==> src/rtl/spi_req_arbiter.sv <==
// spi_req_arbiter
// Round-robin arbiter sharing one SPI transaction engine between N packet
// requesters. One packet is forwarded at a time. The engine's ack and read
// byte are routed back to the granted requester. A timeout releases the
// engine if it never acknowledges. Every completion is followed by a fixed
// 2-cycle holdoff before the next grant.
module spi_req_arbiter #(
    parameter int N       = 2,
    parameter int TIMEOUT = 4096,
    parameter int TO_W    = 13
) (
    input  logic              clk_i,
    input  logic              rst_i,
    input  logic [N-1:0]      req_i,
    input  logic [16*N-1:0]   pkt_i,
    output logic [N-1:0]      ack_o,
    output logic              err_o,
    output logic [7:0]        rdata_o,
    output logic              m_req_o,
    output logic [15:0]       m_pkt_o,
    input  logic              m_ack_i,
    input  logic [7:0]        m_rdata_i,
    output logic [1:0]        grant_o,
    output logic              busy_o
);

    typedef enum logic [1:0] {
        IDLE    = 2'd0,
        BUSY    = 2'd1,
        HOLDOFF = 2'd2
    } state_t;

    state_t            state_q, state_d;
    logic [TO_W-1:0]   cnt_q, cnt_d;
    logic [1:0]        last_q, last_d;
    logic [1:0]        grant_q, grant_d;
    logic              m_req_q, m_req_d;
    logic [15:0]       m_pkt_q, m_pkt_d;
    logic [N-1:0]      ack_q, ack_d;
    logic              err_q, err_d;
    logic [7:0]        rdata_q, rdata_d;
    logic              busy_q, busy_d;

    // Requests and packets padded to the 4-requester maximum, so a 2-bit
    // index can address them for any legal N.
    logic [3:0]        req_pad;
    logic [63:0]       pkt_pad;
    logic              sel_valid;
    logic [1:0]        sel_idx;
    logic [2:0]        cand_sum;
    logic [1:0]        cand;
    logic [N-1:0]      ack_onehot;
    logic [TO_W-1:0]   cnt_inc;

    // Zero-extend the request and packet buses to the padded width.
    always_comb begin
        req_pad          = 4'b0000;
        pkt_pad          = 64'h0;
        req_pad[N-1:0]   = req_i;
        pkt_pad[16*N-1:0] = pkt_i;
    end

    // Round-robin pick: scan last+1, last+2, ... modulo N and take the first
    // requester whose req is set.
    always_comb begin
        sel_valid = 1'b0;
        sel_idx   = last_q;
        cand_sum  = 3'd0;
        cand      = 2'd0;
        for (int i = 1; i <= 4; i++) begin
            if (i <= N) begin
                cand_sum = {1'b0, last_q} + 3'(i);
                // last < N and i <= N, so one subtraction wraps the sum.
                if (cand_sum >= 3'(N)) begin
                    cand_sum = cand_sum - 3'(N);
                end else begin
                    cand_sum = cand_sum;
                end
                cand = cand_sum[1:0];
                if (!sel_valid && req_pad[cand]) begin
                    sel_valid = 1'b1;
                    sel_idx   = cand;
                end else begin
                    sel_valid = sel_valid;
                end
            end else begin
                cand = cand;
            end
        end
    end

    // One-hot acknowledge vector for the requester currently granted.
    always_comb begin
        ack_onehot = '0;
        for (int k = 0; k < N; k++) begin
            ack_onehot[k] = (grant_q == 2'(k));
        end
    end

    // Next-state and registered-output logic of the arbitration FSM.
    always_comb begin
        state_d = state_q;
        cnt_d   = cnt_q;
        last_d  = last_q;
        grant_d = grant_q;
        m_req_d = m_req_q;
        m_pkt_d = m_pkt_q;
        ack_d   = '0;
        err_d   = 1'b0;
        rdata_d = rdata_q;
        cnt_inc = cnt_q + TO_W'(1);

        case (state_q)
            IDLE: begin
                if (sel_valid) begin
                    grant_d = sel_idx;
                    m_pkt_d = pkt_pad[{sel_idx, 4'b0000} +: 16];
                    m_req_d = 1'b1;
                    cnt_d   = '0;
                    state_d = BUSY;
                end else begin
                    state_d = IDLE;
                end
            end
            BUSY: begin
                // The counter holds cycles spent in BUSY including this one,
                // so the abort lands on the edge TIMEOUT cycles after grant.
                cnt_d = cnt_inc;
                if (m_ack_i) begin
                    m_req_d = 1'b0;
                    m_pkt_d = 16'h0000;
                    ack_d   = ack_onehot;
                    rdata_d = m_rdata_i;
                    last_d  = grant_q;
                    cnt_d   = '0;
                    state_d = HOLDOFF;
                end else if (cnt_inc == TO_W'(TIMEOUT)) begin
                    m_req_d = 1'b0;
                    m_pkt_d = 16'h0000;
                    ack_d   = ack_onehot;
                    err_d   = 1'b1;
                    rdata_d = 8'h00;
                    last_d  = grant_q;
                    cnt_d   = '0;
                    state_d = HOLDOFF;
                end else begin
                    state_d = BUSY;
                end
            end
            HOLDOFF: begin
                // Two cycles, giving requesters time to drop req after ack.
                if (cnt_q == TO_W'(1)) begin
                    cnt_d   = '0;
                    state_d = IDLE;
                end else begin
                    cnt_d   = cnt_inc;
                end
            end
            default: begin
                state_d = IDLE;
                cnt_d   = '0;
                m_req_d = 1'b0;
                m_pkt_d = 16'h0000;
            end
        endcase

        busy_d = (state_d == BUSY);
    end

    // State and output registers, cleared asynchronously by rst_i.
    always_ff @(posedge clk_i or posedge rst_i) begin
        if (rst_i) begin
            state_q <= IDLE;
            cnt_q   <= '0;
            last_q  <= 2'(N - 1);
            grant_q <= 2'd0;
            m_req_q <= 1'b0;
            m_pkt_q <= 16'h0000;
            ack_q   <= '0;
            err_q   <= 1'b0;
            rdata_q <= 8'h00;
            busy_q  <= 1'b0;
        end else begin
            state_q <= state_d;
            cnt_q   <= cnt_d;
            last_q  <= last_d;
            grant_q <= grant_d;
            m_req_q <= m_req_d;
            m_pkt_q <= m_pkt_d;
            ack_q   <= ack_d;
            err_q   <= err_d;
            rdata_q <= rdata_d;
            busy_q  <= busy_d;
        end
    end

    assign ack_o   = ack_q;
    assign err_o   = err_q;
    assign rdata_o = rdata_q;
    assign m_req_o = m_req_q;
    assign m_pkt_o = m_pkt_q;
    assign grant_o = grant_q;
    assign busy_o  = busy_q;

endmodule

==> config.mk <==
export PLATFORM = sky130hd
export DESIGN_NAME = spi_req_arbiter
export DESIGN_NICKNAME = d
export VERILOG_FILES = /design/src/rtl/spi_req_arbiter.sv
export SDC_FILE = /design/constraint.sdc
export NUM_CORES = 1
export LEC_CHECK = 0
export BUFFER_PORTS_ARGS = -buffer_cell sky130_fd_sc_hd__buf_2
export CAP_MARGIN = 40
export CORE_MARGIN = 2
export CORE_UTILIZATION = 52
export DETAILED_ROUTE_END_ITERATION = 10
export GPL_TIMING_DRIVEN = 0
export MAX_ROUTING_LAYER = met4
export PLACE_DENSITY = 0.87
export RECOVER_POWER = 25
export REMOVE_ABC_BUFFERS = 1
export SLEW_MARGIN = 15
export SYNTH_ARGS = -nofsm -noshare
export SYNTH_HDL_FRONTEND = slang
export SYNTH_SLANG_ARGS = --single-unit
==> constraint.sdc <==
create_clock -name clk_i -period 2.9 [get_ports clk_i]
set_input_delay 0.145 -clock clk_i [delete_from_list [all_inputs] [get_ports clk_i]]
set_output_delay 0.145 -clock clk_i [all_outputs]
set_load 0.1 [all_outputs]
; Word level (Yosys, flattened, before mapping)
; Index checks and enable logic that the tools add are counted.
[classes]
n_reduce_logical = 8
bitwise = 1
eq_ne = 8
order_cmp = 4
shifts = 1
add_sub_neg = 5
mux = 38
[op_table]
columns = operator, count
row1 = $shiftx 64x7->16, 1
row2 = $mux 13, 4
row3 = $mux 16, 3
row4 = $pmux 16 s3, 1
row5 = $pmux 13 s3, 1
row6 = $mux 2, 12
row7 = $mux 8, 2
row8 = $add 13x1->13 const B, 1
row9 = $eq 13x1->1 const B, 1
row10 = $eq 13x13->1 const B, 1
row11 = $mux 1, 11
row12 = $eq 2x1->1 const B, 3
row13 = $ge 3x2->1 const B, 2
row14 = $lt 2x3->1 const B, 2
row15 = $pmux 2 s3, 1
row16 = $bmux 1 s2, 2
row17 = $logic_not 2->1, 2
row18 = $reduce_and 2->1, 2
row19 = $sub 2x2->2 const B, 2
row20 = $add 2x1->3 const B, 1
row21 = $add 2x2->3 const B, 1
row22 = $ne 3x3->1 const B, 1
row23 = $pmux 1 s3, 1
row24 = $reduce_and 3->1, 1
row25 = 6 further kinds, 6
[word_totals]
register_bits = 48
output_inout_bits = 31
inputBits = 45
word_cells = 75

; Depth between registers and ports, before layout
; Gate-level depths: netlist of the first run.
[depth]
ltp_word = 12
mapped_depth = 9
ltp_nobuf = 8

; Worst setup path before layout of the first run
; OpenSTA, ideal clock, no wires.
[synth_timing]
path_kind = reg-to-reg
from = register cnt_q[0]
to = register m_pkt_q[0], in the netlist m_pkt_o[0]
slack_ns = 0.696
setup_time_ns = 0.124
stages_incl_launch_ff = 10
path_buffers = 2
arrival_time_ns = 2.080
t_required_ns = 2.776
period_less_slack_ns = 2.204
cell_sequence = dfrtp_1 -> ha_1 -> and3_1 -> nand4_1 -> xor2_1 -> nand4_2 -> a211o_1 -> buf_6 -> buf_8 -> o2bb2ai_1
[synth_via]
elab_chain_len = 4
[synth_lines]
columns = item, line
row1 = start: declaration, 34  ; logic [TO_W-1:0] cnt_q, cnt_d;
row2 = start signal: assignment, 185  ; cnt_q <= cnt_d;
row3 = $add 13x1->13, 111  ; cnt_inc = cnt_q + TO_W'(1);
row4 = $eq 13x13->1, 137  ; end else if (cnt_inc == TO_W'(TIMEOUT)) begin
row5 = $ne 3x3->1 (no line), n/a
row6 = $reduce_and 3->1 (no line), n/a
row7 = end signal: assignment, 189  ; m_pkt_q <= m_pkt_d;
row8 = end: declaration, 38  ; logic [15:0] m_pkt_q, m_pkt_d;
; No other way between the ends.
; A chain may end at the register's enable or synchronous reset.

; Final worst setup path of the first run
[layout_timing]
from = register cnt_q[0]
to = register m_req_q, in the netlist m_req_o
[layout_via]
elab_chain_len = 4
[layout_lines]
columns = item, line
row1 = $add 13x1->13, 111
row2 = $eq 13x13->1, 137
row3 = $ne 3x3->1 (no line), n/a
row4 = $reduce_and 3->1 (no line), n/a
row5 = end signal: assignment, 188  ; m_req_q <= m_req_d;
row6 = end: declaration, 37  ; logic m_req_q, m_req_d;
; No other way between the ends.

==> results.ini, run 1 <==
[outcome]
outcome = finished with violations
violations = capacitance limit, slew limit

[sta]
fin_skew_ns = 0.00547
clock.fmax_mhz = 379
timing.final.crit_share_pct = 91.1
relSlewSlack_pct = -1.90
worst_pin_slew_ns = 1.53
report.final.slew_viol_count = 37
fin_ws_ns = 0.260
finalHoldViolations = 0
hold_ws_ns = 0.0634
min_period_ns = 2.64
rsz0062_at_grt = no
final-setup-viol-count = 0
tns_ns = 0

[setup_path]
critPathKind = register to register
crit_fanout = 17
crit_chain = ha_1, and3_1, nand4_1, xor2_1, nand4_2, a211o_1, a21bo_2
cpMaxStageDelayCell = a211o_1
worst_setup_path_end_kind = register
critPathArrivalTime_ns = 2.85
cp-start-kind = register
worstPathRequired_ns = 3.11
crit_path_max_incr_delay_ns = 0.57

[synthesis]
synth_cells = 231
netlist_area_mm2 = 0.00257
ys_seq_area_share_pct = 46.9
synth_enable_flop_cells = 0
avgSynthCellArea_um2 = 11.1
synth-seq-cells = 48
async_flop_share_pct = 100
synthFlopType = dfrtp_1
ys_warn_count = 0
ys_types = 56

[flow_run]
drv_cap = 1

[floorplanning]
io_pins = 76
die_area_mm2 = 0.00551
rows = 25
core-area_mm2 = 0.00475
die_h_um = 74.3
initial_core_util_pct = 54.0
die_w_um = 74.3

[power]
p_per_area_mw_per_mm2 = 1120
comb_power_share_pct = 59.0
peakVddDrop_mv = 0.742
clockPowerShare_pct = 12.7
netSwitchingPower_mw = 1.93
p_int_mw = 1.47
swShare_pct = 56.8
p_total_mw = 3.39
pwr-share-seq_pct = 28.3
p_leak_nw = 1.54

[grt]
grt_pass1_vias = 1893
overflow = 0
grt_pass1_wl_um = 8600
antenna_found_initial = 0
grtUsageTotal_pct = 21.3
grt_max_degree = 37

[place]
dp.cells = 359
gp_congestion = 0.820
dp_slack_ns = 0.324
placed_area_mm2 = 0.00292
port_buffers = 75
hpwlAfterDp_um = 4050

[clock_network]
cts_tree = yes
clkLatencyLatePin_ns = 0.31
cts_num_sinks = 48
clockRootBuffer = clkbuf_8
cts_resized = 0
htreeDepth = 2
clk_path_buf_depth = 2
numCtsBuffers = 5
clk_pin_slew_ns = 0.09

[worst_hold_path]
hold_path_class = input pin to register

[routing]
dr.pass1.iters = 4
remaining_drc_errors = 0
wire_per_inst_um = 15.2
dr.first_iter.drc_count = 68
detail-route-antenna-nets = 0
routed_wl_um = 5620
viasPerCell = 5.68
vias = 2095

[cells_and_area]
area_growth_pct = 18.2
fin_nets = 352
drive_gt1_share_pct = 34.8
fin_util_pct = 63.8
final_cells = 369
fillers = 399
diodes = 0
fin_area_mm2 = 0.00303

==> power groups by stage <==
stage               registers, mW  clock network [mW]  logic (mW)
floorplan                    2.04                   0       0.545
global placement            0.960                   0        1.95
detailed placement          0.972                   0        1.99
CTS                         0.961               0.438        2.00
global route                0.983               0.462        2.10
finish                      0.961               0.431        2.00
==> worst paths after layout <==
kind | start | end | slack [ns] | cells past startpoint
max reg2reg | cnt_q[0] | m_req_o | 0.26 | 7
max | cnt_q[0] | m_req_o | 0.26 | 7
max in group asynchronous | rst_i | m_pkt_o[1] | 0.62 | 4
min reg2reg | m_pkt_o[8] | m_pkt_o[8] | 0.49 | 1
min in group asynchronous | rst_i | cnt_q[2] | 0.39 | 3
min | m_rdata_i[0] | rdata_o[0] | 0.06 | 2
==> registers in the layout (all words and copies together) (netlist names) <==
register  flops
m_pkt_o      16
cnt_q        13
rdata_o       8
ack_o         2
grant_o       2
last_q        2
state_q       2
busy_o        1
err_o         1
m_req_o       1
==> layer usage <==
metal	wire length, um	share of wire [%]	GRT usage [%]	vias up
li1	-	-	-	1012
met1	2320	41	24.3	1017
met2	2950	53	36.8	57
met3	254	4.5	4.61	9
met4	87	1.5	7.74	0
met5	0	0	-	-
==> critical path, delay by kind of cell (launching register included) <==
| family | cells | cell delay (ns) |
|---|---|---|
| AOI/OAI and AO/OA | 2 | 0.87 |
| adders and majority gates | 1 | 0.28 |
| xor gates and xnor gates | 1 | 0.30 |
| DFF | 1 | 0.51 |
| and+or+nand+nor | 3 | 0.57 |
==> final cells by class <==
cell class / instances / area, um^2 / share of cell area, %
sequential: 48 / 1200 / 39.6
multi-input combinational: 161 / 1200 / 39.6
timing repair buffer: 80 / 432 / 14.2
tap: 67 / 83.8 / 2.76
clock buffer: 6 / 82.6 / 2.72
inverter: 5 / 18.8 / 0.619
clock inverter: 2 / 13.8 / 0.454
==> cells by family (layout without fill, tap and decap cells) <==
group	after synthesis	after routing	synth area share, %
AND/OR/NAND/NOR	78	78	18.0
adder cells (fa/ha/maj)	6	6	2.93
flip-flops	48	48	46.9
multiplexers	19	19	8.00
buffers and inverters	22	93	6.53
AO/OA/AOI/OAI	55	55	16.6
XOR/XNOR	3	3	1.02
==> what timing repair did <==
item / in CTS / in global routing
hold buffers: 1 / 0
endpoints found under the hold margin: 12 / 0
setup buffers: 0 / 0
==> synthesized netlist by cell type, drive strengths merged, types with 6 or more instances <==
cell / n / area share, %
o21ai: 8 / 1.6
a22o: 9 / 3.1
buf: 11 / 3.9
ha: 6 / 2.9
nand3: 15 / 3.4
dfrtp: 47 / 46
nand2: 18 / 2.6
mux2i: 17 / 7.1
o2bb2ai: 16 / 5.5
nand4: 6 / 1.7
==> layout by cell type (no fill, tap or decap), types with 4 or more instances in the layout <==
cell type,count
a21oi_1,5
a22o_1,9
and2_1,5
and3_1,4
buf_2,75
clkbuf_8,6
dfrtp_1,47
ha_1,6
inv_1,5
mux2i_1,16
nand2_1,18
nand3_1,14
nand4_1,5
nor2_1,4
nor3_1,4
nor4_1,4
o21ai_0,5
o2bb2ai_1,16
Power figures use the tool's default switching activity.
==> inputs of run 2 (changes only) <==
MAX_ROUTING_LAYER = not set   (was met4)
==> run 2 against run 1 <==
  * The run still ends with capacitance limit, slew limit left
  * Maximum frequency about the same
  * Non-clock buffer count unchanged
  * Flip-flop and latch count unchanged
  * Core utilization unchanged
  * Via count unchanged
  * Hold slack worse by 0.0023 ns
  * Total power about the same
  * Clock skew about the same
  * Clock power about the same
  * Sequential share of layout area unchanged
  * Die area unchanged
==> results.ini, run 2 (synthesis gave the netlist of run 1 again) <==
[outcome]
outcome = finished with violations
violations = capacitance limit, slew limit

[setup_path]
crit_path_max_incr_delay_ns = 0.58  ; about the same
critical-path-top-delay-family = compound AO/OA/AOI/OAI gates
cp-start-kind = register
critPathArrivalTime_ns = 2.85  ; about the same
reg2reg_slack_ns = 0.26  ; about the same
crit_fanout = 17  ; unchanged
critPathKind = register to register
crit_chain = ha_1, and3_1, nand4_1, xor2_1, nand4_2, a211o_1, a21bo_2
worst_setup_path_end_kind = register
critPathBufInv = 0  ; unchanged
cpMaxStageDelayCell = a211o_1
worstPathRequired_ns = 3.11  ; about the same

[cells_and_area]
diodes = 0  ; unchanged
fillers = 399  ; unchanged
final_common_cell = buf_2
largest_reg_flops = 16  ; unchanged
fin_nets = 352  ; unchanged
final_cells = 369  ; unchanged
multi_input_area_mm2 = 0.00120  ; unchanged
mostFrequentLayoutCells = 75 x buf_2, 47 x dfrtp_1, 18 x nand2_1, 16 x mux2i_1, 16 x o2bb2ai_1
regArea_mm2 = 0.00120  ; unchanged
drive_gt1_share_pct = 34.8  ; unchanged
area_growth_pct = 18.2  ; unchanged

[sta]
final-setup-viol-count = 0  ; unchanged
finalHoldViolations = 0  ; unchanged
fin_ws_ns = 0.258  ; -0.00193 ns
relSlewSlack_pct = -1.62  ; +0.29 points
rsz0062_at_grt = no
fin_skew_ns = 0.00568  ; +0.000209 ns
timing.final.crit_share_pct = 91.1  ; about the same
hold_ws_ns = 0.0611  ; -0.00234 ns
worst_pin_slew_ns = 1.52  ; -0.00429 ns
report.final.slew_viol_count = 37  ; unchanged
clock.fmax_mhz = 378  ; about the same
min_period_ns = 2.64  ; +0.00193 ns
tns_ns = 0  ; unchanged

[routing]
route.met3.wl_um = 231  ; -9.1%
dr_wl_met2_um = 2950  ; about the same
drt-met1-wl_um = 2320  ; about the same
detail-route-antenna-nets = 0  ; unchanged
remaining_drc_errors = 0  ; unchanged
viasPerCell = 5.68  ; unchanged
dr.pass1.iters = 4  ; unchanged
vias = 2095  ; unchanged
wire_per_inst_um = 15.2  ; -0.21%
dr.first_iter.drc_count = 65  ; -4.4%
routed_wl_um = 5610  ; -0.21%
highest_layer = met4

[floorplanning]
die_h_um = 74.3  ; unchanged
initial_core_util_pct = 54.0  ; unchanged
die_w_um = 74.3  ; unchanged
rows = 25  ; unchanged
core-area_mm2 = 0.00475  ; unchanged
die_area_mm2 = 0.00551  ; unchanged
io_pins = 76  ; unchanged

[place]
dp.cells = 359  ; unchanged
gp_congestion = 0.808  ; -1.4%
port_buffers = 75  ; unchanged
dp_slack_ns = 0.324  ; unchanged
hpwlAfterDp_um = 4050  ; unchanged

[clock_network]
cts_num_sinks = 48  ; unchanged
clk_pin_slew_ns = 0.09  ; about the same
clk_path_buf_depth = 2  ; unchanged
numCtsBuffers = 5  ; unchanged
htreeDepth = 2  ; unchanged
clockRootBuffer = clkbuf_8
clkLatencyLatePin_ns = 0.31  ; about the same
post_cts_buffers = 0  ; unchanged
cts_tree = yes

[grt]
grt_pass1_wl_um = 8600  ; about the same
antenna_found_initial = 0  ; unchanged
grt_pass1_vias = 1892  ; -0.053%
overflow = 0  ; unchanged
grtUsageTotal_pct = 20.6  ; -0.66 points
grt_max_degree = 37  ; unchanged

[power]
p_per_area_mw_per_mm2 = 1120  ; about the same
comb_power_share_pct = 59.0  ; about the same
pwr-share-seq_pct = 28.3  ; about the same
p_int_mw = 1.47  ; about the same
netSwitchingPower_mw = 1.93  ; about the same
peakVddDrop_mv = 0.742  ; about the same
swShare_pct = 56.8  ; about the same
p_leak_nw = 1.54  ; unchanged
clockPowerShare_pct = 12.7  ; about the same

[flow_run]
drv_cap = 1  ; unchanged

[worst_hold_path]
hold_path_class = input pin to register

## run 2: final timing paths
kind | start | endpoint | depth (start not counted)
min in group asynchronous | rst_i | cnt_q[2] | 3
max in group asynchronous | rst_i | rdata_o[6] | 4
worst min-delay path | m_rdata_i[0] | rdata_o[0] | 2
worst max-delay path | cnt_q[0] | m_req_o | 7
worst min register to register | m_pkt_o[4] | m_pkt_o[4] | 1
worst max register to register | cnt_q[0] | m_req_o | 7
## run 2: routing by layer
metal  GRT usage (%)  vias to the layer above
met5               0                        -
met4            7.74                        0
met3            4.61                        9
met2            36.9                       52
met1            24.3                     1026
li1                -                     1008
## run 2: final cells by class
| cell class | count | area share, % |
|---|---|---|
| clock buffer | 6 | 2.72 |
| clock inverter | 2 | 0.454 |
| inverter | 5 | 0.619 |
| multi-input combinational | 161 | 39.6 |
| tap | 67 | 2.76 |
| timing repair buffer | 80 | 14.2 |
| sequential | 48 | 39.6 |
## run 2: through the flow
stage	power (mW)	instance area [um^2]	utilization, %
after floorplan	2.59	2420	-
after global placement	2.91	2880	60.5
after detailed placement	2.97	2920	61.4
after CTS	3.40	3030	63.6
after global routing	3.54	3030	63.8
final	3.39	3030	63.8
## run 2: worst register-to-register path: cells and delay by family, from the launching register on
family | cells | cell delay (ns)
AOI/OAI and AO/OA | 2 | 0.88
xor gates and xnor gates | 1 | 0.30
adders and majority gates | 1 | 0.28
DFF | 1 | 0.50
and+or+nand+nor | 3 | 0.57
## run 2: power groups by stage
stage	Combinational [mW]	Sequential, mW	Clock, mW
after floorplan	0.545	2.04	0
after global placement	1.95	0.960	0
after detailed placement	1.99	0.972	0
after CTS	2.00	0.961	0.438
after global routing	2.10	0.983	0.461
final	2.00	0.960	0.431
## run 2: what timing repair did
item | 4_1_cts | 5_1_grt
gates resized for setup | 0 | 0
hold endpoints to repair | 12 | 0
hold buffers | 1 | 0
==> inputs of run 3 (changes only) <==
REMOVE_ABC_BUFFERS = not set   (was 1)
==> run 3 against run 2 <==
  * The run now ends clean
  * Critical path depth increased by 2
  * Final area grew 5.0%
  * First-iteration DRC count up 130%
  * Combinational power is 3% higher
  * Clock-buffer cell count fell by 1
  * Sequential power is 0.5% higher
  * Global-route usage grew 0.34 points
  * Sequential share of layout area shrank 1.9 points
  * Clock skew shrank 0.00082 ns
  * Core utilization grew 3.2 points
  * Hold slack worse by 0.0031 ns
  * Critical path type unchanged
  * Largest cell class unchanged
  * Largest power group unchanged
==> results.ini, run 3 (synthesis gave the netlist of run 1 again) <==
[outcome]
outcome = complete, no violations

[cells_and_area]
regArea_mm2 = 0.00120  ; unchanged
diodes = 0  ; unchanged
multi_input_area_mm2 = 0.00120  ; -0.31%
fin_util_pct = 67.0  ; +3.2 points
fillers = 360  ; -9.8%
final_common_cell = buf_2
area_growth_pct = 24.1
mostFrequentLayoutCells = 77 x buf_2, 47 x dfrtp_1, 18 x nand2_1, 16 x mux2i_1, 16 x o2bb2ai_1
drive_gt1_share_pct = 36.1  ; +1.3 points
fin_nets = 366  ; +4.0%
final_cells = 383  ; +3.8%
largest_reg_flops = 16  ; unchanged

[sta]
final-setup-viol-count = 0  ; unchanged
tns_ns = 0  ; unchanged
relSlewSlack_pct = 15.5  ; +17 points
timing.final.crit_share_pct = 85.8  ; -5.3 points
worst_pin_slew_ns = 1.27  ; -0.257 ns
clock.fmax_mhz = 402  ; +6.2%
report.final.slew_viol_count = 0  ; -100%
fin_skew_ns = 0.00486  ; -0.000818 ns
rsz0062_at_grt = no
hold_ws_ns = 0.0579  ; -0.00314 ns
min_period_ns = 2.49  ; -0.153 ns
finalHoldViolations = 0  ; unchanged

[routing]
routed_wl_um = 5600  ; -0.14%
dr.pass1.iters = 4  ; unchanged
dr.first_iter.drc_count = 151  ; +130%
detail-route-antenna-nets = 0  ; unchanged
vias = 2141  ; +2.2%
wire_per_inst_um = 14.6  ; -3.8%
remaining_drc_errors = 0  ; unchanged
viasPerCell = 5.59  ; -1.5%

[floorplanning]
die_w_um = 74.3  ; unchanged
die_area_mm2 = 0.00551  ; unchanged
rows = 25  ; unchanged
die_h_um = 74.3  ; unchanged
io_pins = 76  ; unchanged
initial_core_util_pct = 54.0  ; unchanged
core-area_mm2 = 0.00475  ; unchanged

[grt]
overflow = 0  ; unchanged
grt_pass1_wl_um = 9000  ; +4.6%
grtUsageTotal_pct = 21.0  ; +0.34 points
grt_pass1_vias = 2044  ; +8.0%
antenna_found_initial = 0  ; unchanged
grt_max_degree = 29  ; -22%

[setup_path]
r2r_cells = 9  ; +2
critPathArrivalTime_ns = 2.68  ; -0.17 ns
reg2reg_slack_ns = 0.41  ; +0.15 ns
worst_setup_path_end_kind = register
critPathKind = register to register
cp-start-kind = register
crit_fanout = 10  ; -7
worstPathRequired_ns = 3.09  ; -0.02 ns

[place]
dp.cells = 374  ; +4.2%
hpwlAfterDp_um = 3970  ; -1.9%
gp_congestion = 0.842  ; +4.2%
port_buffers = 75  ; unchanged

[flow_run]
drv_cap = 0  ; -1

[clock_network]
numCtsBuffers = 5  ; unchanged
cts_num_sinks = 48  ; unchanged
clk_pin_slew_ns = 0.09  ; about the same
htreeDepth = 2  ; unchanged
clk_path_buf_depth = 2  ; unchanged
clkLatencyLatePin_ns = 0.30  ; about the same
clockRootBuffer = clkbuf_8
cts_tree = yes

[synthesis]
synthesis.nets = 282

[power]
peakVddDrop_mv = 0.779  ; +5.0%
p_leak_nw = 1.62  ; +4.9%
p_per_area_mw_per_mm2 = 1130  ; +1.4%

[worst_hold_path]
hold_depth = 2  ; unchanged
hold_path_class = input pin to register

-- run 3: cell count changes in the layout (fill, tap and decap cells not counted), sizes merged --
cell	delta
clkbuf	+4
buf	+8
clkinv	-1
clkdlybuf4s18	+1
bufinv	+2
-- run 3: worst paths after layout --
kind                              end         start
max                        m_pkt_o[7]      cnt_q[0]
min reg2reg                m_pkt_o[6]    m_pkt_o[6]
max reg2reg                m_pkt_o[7]      cnt_q[0]
min in group asynchronous    ack_o[0]         rst_i
max in group asynchronous    cnt_q[6]         rst_i
min                        rdata_o[7]  m_rdata_i[7]
-- run 3: stage by stage --
step                power, mW  setup slack (ns)  cell area, um^2
floorplan                2.68             0.696             2570
global placement         3.00             0.502             3030
detailed placement       3.04             0.460             3050
CTS                      3.64             0.434             3190
global route             3.78             0.219             3190
finish                   3.61             0.411             3190
-- run 3: cell type report --
class / instances / share of cell area [%]
clock buffer: 5 / 2.16
sequential: 48 / 37.7
buffer: 17 / 4.67
inverter: 5 / 0.589
clock inverter: 3 / 2.16
timing repair buffer: 77 / 12.5
multi-input combinational: 161 / 37.5
tap: 67 / 2.63
-- run 3: power by group --
group          total, mW  internal [mW]  switching (mW)
Clock              0.584          0.347           0.236
Sequential         0.965          0.853           0.113
Combinational       2.06          0.477            1.59
Total               3.61           1.68            1.94
-- run 3: per-layer routing --
metal | track usage, % | wire length [um] | share of wire, % | vias to the layer above
met5 | 0 | 0 | 0 | -
met3 | 4.07 | 314 | 5.6 | 7
met1 | 27.2 | 2400 | 43 | 1018
met2 | 35.1 | 2810 | 50 | 82
met4 | 7.74 | 70 | 1.3 | 0
li1 | - | - | - | 1034
-- run 3: worst max-delay path, stage by stage, from the launching register on --
cell and delay, ns:
dfrtp_1 0.48, ha_1 0.28, and3_1 0.26, nand4_1 0.13
xor2_1 0.30, nand4_2 0.19, a211o_1 0.35, buf_6 0.14
buf_8 0.13, o2bb2ai_1 0.12
-- run 3: repair_timing --
| action | 4_1_cts | 5_1_grt |
|---|---|---|
| hold endpoints to repair | 20 | 0 |
| hold buffers | 1 | 0 |
| resized for setup | 0 | 0 |
| setup buffers | 0 | 0 |
